[config.mk]
export PLATFORM = sky130hd
export DESIGN_NAME = pb_grant_scheduler
export DESIGN_NICKNAME = d
export VERILOG_FILES = /design/src/rtl/pb_grant_scheduler_pkg.sv /design/src/rtl/pb_grant_scheduler_edge.sv /design/src/rtl/pb_grant_scheduler.sv
export SDC_FILE = /design/constraint.sdc
export NUM_CORES = 1
export LEC_CHECK = 0
export ABC_AREA = 1
export CORE_ASPECT_RATIO = 2
export CORE_MARGIN = 10
export CORE_UTILIZATION = 27
export DETAILED_ROUTE_END_ITERATION = 16
export PLACE_DENSITY = 0.53
export RECOVER_POWER = 100
export SLEW_MARGIN = 10
export SYNTH_ARGS = -nofsm -noshare
export SYNTH_HDL_FRONTEND = slang
export SYNTH_SLANG_ARGS = --single-unit
export TNS_END_PERCENT = 1
[constraint.sdc]
create_clock -name clk -period 4.42 [get_ports clk]
set_input_delay 1.105 -clock clk [delete_from_list [all_inputs] [get_ports clk]]
set_output_delay 1.105 -clock clk [all_outputs]
set_load 0.02 [all_outputs]
[src/rtl/pb_grant_scheduler_pkg.sv]
// Shared encodings for the push-button grant scheduler and its edge stages.
package pb_grant_scheduler_pkg;

    localparam logic [1:0] ST_IDLE  = 2'b00;
    localparam logic [1:0] ST_ISSUE = 2'b01;
    localparam logic [1:0] ST_WAIT  = 2'b10;

    localparam logic [1:0] EDGE_LOW  = 2'b00;
    localparam logic [1:0] EDGE_HIT  = 2'b01;
    localparam logic [1:0] EDGE_HELD = 2'b10;

    localparam int WAIT_CNT_W = 8;

endpackage

[src/rtl/pb_grant_scheduler_edge.sv]
// Single-channel one-pulse stage: one HIT cycle per press, however long the button is held.
// state | meaning
// LOW   | button released, armed for the next press
// HIT   | first cycle of a press, pulse high
// HELD  | button still down, waiting for release
module pb_edge_stage
    import pb_grant_scheduler_pkg::*;
(
    input  logic clk,
    input  logic rst,
    input  logic pb,
    output logic pulse
);

    logic [1:0] state;

    always_ff @(posedge clk or posedge rst) begin
        if (rst) begin
            state <= EDGE_LOW;
        end else begin
            case (state)
                EDGE_LOW:  if (pb) state <= EDGE_HIT;
                EDGE_HIT:  state <= EDGE_HELD;
                EDGE_HELD: if (!pb) state <= EDGE_LOW;
                default:   state <= EDGE_LOW;
            endcase
        end
    end

    assign pulse = (state == EDGE_HIT);

endmodule

[src/rtl/pb_grant_scheduler.sv]
// Round-robin scheduler sharing one stepped datapath between N push-button requesters.
// state | meaning
// IDLE  | no grant in flight; picks the next pending requester
// ISSUE | one-cycle dp_start/grant pulse for the registered winner
// WAIT  | waiting for dp_done or the wait-counter timeout
module pb_grant_scheduler
    import pb_grant_scheduler_pkg::*;
#(
    parameter int N        = 4,
    parameter int WAIT_MAX = 255
) (
    input  logic         clk,
    input  logic         rst,
    input  logic [N-1:0] pb,
    input  logic         dp_done,
    output logic         dp_start,
    output logic [N-1:0] grant,
    output logic         busy,
    output logic [N-1:0] pending,
    output logic         timeout_err
);

    localparam int IW = $clog2(N);
    localparam logic [WAIT_CNT_W-1:0] WAIT_TERM = WAIT_CNT_W'(WAIT_MAX - 1);

    logic [1:0]            state;
    logic [IW-1:0]         ptr;
    logic [IW-1:0]         winner;
    logic [WAIT_CNT_W-1:0] waitCnt;
    logic [N-1:0]          pulse;
    logic [N-1:0]          winnerHot;
    logic [N-1:0]          clrMask;

    // First set bit scanning upward from start, wrapping modulo N; the downward
    // loop lets the smallest offset overwrite the others.
    function automatic logic [IW-1:0] rrPick(input logic [N-1:0] req, input logic [IW-1:0] start);
        logic [IW-1:0] pick;
        int idx;
        pick = start;
        for (int k = N - 1; k >= 0; k--) begin
            idx = (int'(start) + k) % N;
            if (req[idx]) pick = IW'(idx);
        end
        return pick;
    endfunction

    for (genvar i = 0; i < N; i++) begin : gEdge
        pb_edge_stage uEdge (
            .clk   (clk),
            .rst   (rst),
            .pb    (pb[i]),
            .pulse (pulse[i])
        );
    end

    assign winnerHot = N'(1) << winner;
    assign clrMask   = (state == ST_ISSUE) ? winnerHot : '0;

    // A new press on the bit being cleared wins over the clear.
    always_ff @(posedge clk or posedge rst) begin
        if (rst) begin
            pending <= '0;
        end else begin
            pending <= (pending & ~clrMask) | pulse;
        end
    end

    always_ff @(posedge clk or posedge rst) begin
        if (rst) begin
            state   <= ST_IDLE;
            ptr     <= '0;
            winner  <= '0;
            waitCnt <= '0;
        end else begin
            case (state)
                ST_IDLE: begin
                    if (|pending) begin
                        winner <= rrPick(pending, ptr);
                        state  <= ST_ISSUE;
                    end
                end
                ST_ISSUE: begin
                    ptr     <= (winner == IW'(N - 1)) ? '0 : winner + IW'(1);
                    waitCnt <= '0;
                    state   <= ST_WAIT;
                end
                ST_WAIT: begin
                    if (dp_done || waitCnt == WAIT_TERM) begin
                        state <= ST_IDLE;
                    end else begin
                        waitCnt <= waitCnt + WAIT_CNT_W'(1);
                    end
                end
                default: state <= ST_IDLE;
            endcase
        end
    end

    assign dp_start    = (state == ST_ISSUE);
    assign grant       = dp_start ? winnerHot : '0;
    assign busy        = (state == ST_ISSUE) || (state == ST_WAIT);
    assign timeout_err = (state == ST_WAIT) && (waitCnt == WAIT_TERM) && !dp_done;

endmodule

==> impl_metrics.csv <==
group,metric,value,unit
timing,drv_slew,0,
routing,route.vias.total,1242,
clock_tree,cts_inserted_buffers,3,
place,gp_congestion,0.762,
final_layout,final_net_count,233,
timing,fmax,0.276,GHz
final_layout,sequential_cell_area,651,um2
global_route,overall_global_routing_resource_usage,0.0815,
synth,synth-seq-cells,26,
clock_tree,clock_root_buffer_master,"clkbuf_8",
clock_tree,cts_htree_levels,1,
global_route,grt_antenna_before_repair,0,
floorplan,dieWidth,72.6,um
worst_setup_path,cpMostUsedCell,"dlygate4sd3_1",
final_layout,layout_common_cells,"nand2_1 (63), inv_1 (33), dfrtp_1 (26), o21ai_0 (21), dlygate4sd3_1 (17)",
floorplan,fp.coreArea,5420,um2
synth,postSynthNetCount,213,
timing,setup_clock_skew_after_layout,0.00205,ns
routing,drt_pre_antenna_iters,4,
timing,timing.final.setup_violations,0,
clock_tree,clock-sinks,26,
final_layout,mostFrequentLayoutCell,"nand2_1",
synth,yosys_warnings,0,
routing,drtAntennaViolNets,0,
synth,synth.yosys.seq_area_share,0.436,
timing,fin_tns_setup,0,ns
worst_setup_path,crit_required,3.31,ns
worst_setup_path,crit_fanout,2,
routing,drt_total_wl,3490,um
synth,synthesis.area_per_instance,7.58,um2
routing,vias_per_cell,4.50,
clock_tree,cts_tree,"yes",
floorplan,design.die.area,9080,um2
floorplan,die_h,125,um
worst_setup_path,crit_path_end_kind,"primary output",
routing,post-route-drc-count,0,
synth,post_synth_inst_count,197,
timing,hold_viol_final,0,
global_route,grt_max_degree,27,
worst_setup_path,criticalPathCategory,"in -> out",
worst_setup_path,crit_path_top_delay_cell,"dlygate4sd3_1",
worst_setup_path,worst_ep_arrival_time,2.52,ns
worst_setup_path,worstPathCellList,"dlygate4sd3_1, nor3_1, dlygate4sd3_1",
final_layout,multi_input_comb_area,672,um2
clock_tree,cts_resized,0,
worst_setup_path,setup.worst_path.start_class,"input port",
global_route,grt_remaining_overflow,0,
clock_tree,cts_setup_buffers,0,
timing,fin_ws,0.799,ns
final_layout,area_growth_syn_to_layout,19.4,%
synth,synth_cell_type_count,26,
final_layout,post_route_cells_drive_above_1_share,0.0556,
routing,wl_per_cell,12.7,um
floorplan,floorplan.initialDensity,0.275,
timing,post-route-period-util,0.819,
worst_setup_path,crit_path_max_incr_delay,0.70,ns
timing,setup_repair_after_global_routing_missed_its_margin,"no",
place,place_worst_setup_slack,0.979,ns
final_layout,finish.utilization,0.329,
global_route,grt_pass1_wl,6030,um
clock_tree,clock_latency,0.27,ns
global_route,first_global_vias,1292,
timing,max_slew.worst_pin.slew,1.01,ns
power_and_ir_drop,power.leakage,0.918,nW
floorplan,placementRows,38,
final_layout,fillers,631,
clock_tree,cts-hold-fix-buffers,0,
synth,syn-cell-area,1490,um2
floorplan,io_pins,18,
clock_tree,clk_transition_reported_paths,0.09,ns
timing,slew_headroom,0.325,
power_and_ir_drop,cellPowerDensity,646,nW/um2
timing,period_minus_slack,3.62,ns
power_and_ir_drop,peak_ir_drop_on_the_vdd_network,0.000229,V
routing,detailedRoute.firstIterationViolations,31,
final_layout,diodes,0,
hold_path,timing.hold.worst.class,"reg -> reg",
run_status,status,"completed",
place,dpl.hpwl,2890,um
place,buffer_ports.inserted,17,
run,maxCapViolations,0,
clock_tree,clockBufferDepth,2,
[critical path, delay by kind of cell]
kind          cells  cell delay, ns
buf+inv           2            1.25
simple gates      1            0.16
[kinds of logic after synthesis]
logic type | count (synthesis) | synth area share
AOI/OAI and AO/OA | 28 | 0.101
xor gates and xnor gates | 2 | 0.0117
adders and majority gates | 9 | 0.0754
buffers and inverters | 40 | 0.106
DFF | 26 | 0.436
and+or+nand+nor | 92 | 0.270
[layout make-up]
| type | count | share of cell area |
|---|---|---|
| multi-input combinational | 131 | 0.377 |
| sequential | 26 | 0.365 |
| timing repair buffer | 17 | 0.0954 |
| inverter | 38 | 0.0807 |
| tap | 60 | 0.0421 |
| clock buffer | 3 | 0.0232 |
| clock inverter | 1 | 0.0168 |
[flip-flops by register name (all words and copies together), names as in the netlist]
name	cells
state	2
winner	2
gEdge.uEdge.state	8
waitCnt	8
pending	4
ptr	2
[Yosys cell counts]
| library cell | n | area share |
|---|---|---|
| xor2_1 | 2 | 0.012 |
| inv_2 | 3 | 0.0075 |
| clkinv_4 | 1 | 0.0059 |
| a22oi_1 | 1 | 0.0050 |
| clkinv_1 | 1 | 0.0025 |
| o21ai_0 | 14 | 0.047 |
| nor3_1 | 3 | 0.010 |
| nand4_1 | 3 | 0.013 |
| nor2_2 | 1 | 0.0042 |
| buf_4 | 1 | 0.0050 |
| dfrtp_1 | 26 | 0.44 |
| nand4_2 | 1 | 0.0084 |
| a31oi_1 | 1 | 0.0042 |
| nand3b_1 | 1 | 0.0050 |
| or2_2 | 1 | 0.0042 |
| clkbuf_1 | 1 | 0.0025 |
| nand2_4 | 2 | 0.015 |
| o21ai_1 | 8 | 0.027 |
| a21oi_1 | 1 | 0.0033 |
| o22ai_1 | 2 | 0.0084 |
| ha_1 | 9 | 0.075 |
| nand2_1 | 62 | 0.16 |
| nand3_1 | 11 | 0.037 |
| inv_1 | 33 | 0.083 |
| nor2_1 | 7 | 0.018 |
| o21ai_2 | 1 | 0.0059 |
[report_power, final]
| part | switching (mW) | internal (mW) |
|---|---|---|
| Clock | 0.0775 | 0.121 |
| Sequential | 0.0811 | 0.321 |
| Combinational | 0.352 | 0.199 |
[stage by stage]
step,hold WS [ns],std cells,cell area (um2),power [mW]
floorplan,0.401,197,1490,0.812
global placement,0.406,272,1730,1.00
detailed placement,0.414,272,1730,1.01
CTS,0.427,276,1800,1.21
global route,0.459,276,1780,1.26
finish,0.425,276,1780,1.15
[final timing paths]
path                                           end  slack, ns  depth (start not counted)               startpoint
max in group asynchronous               waitCnt[1]       2.30                          2                      rst
max                                    timeout_err       0.80                          3                  dp_done
min reg2reg                gEdge[2].uEdge.state[0]       0.43                          1  gEdge[2].uEdge.state[1]
min                        gEdge[2].uEdge.state[0]       0.43                          1  gEdge[2].uEdge.state[1]
max reg2reg                             waitCnt[0]       2.45                          9                 state[0]
min in group asynchronous  gEdge[0].uEdge.state[1]       1.51                          2                      rst
[layer usage]
metal,track usage,wire length (um),up-vias
met5,0,0,-
met4,0.0427,106,0
met3,0.00950,48,4
met2,0.156,2110,11
met1,0.0787,1230,578
li1,-,-,649
(Power assumes the default switching activity.)
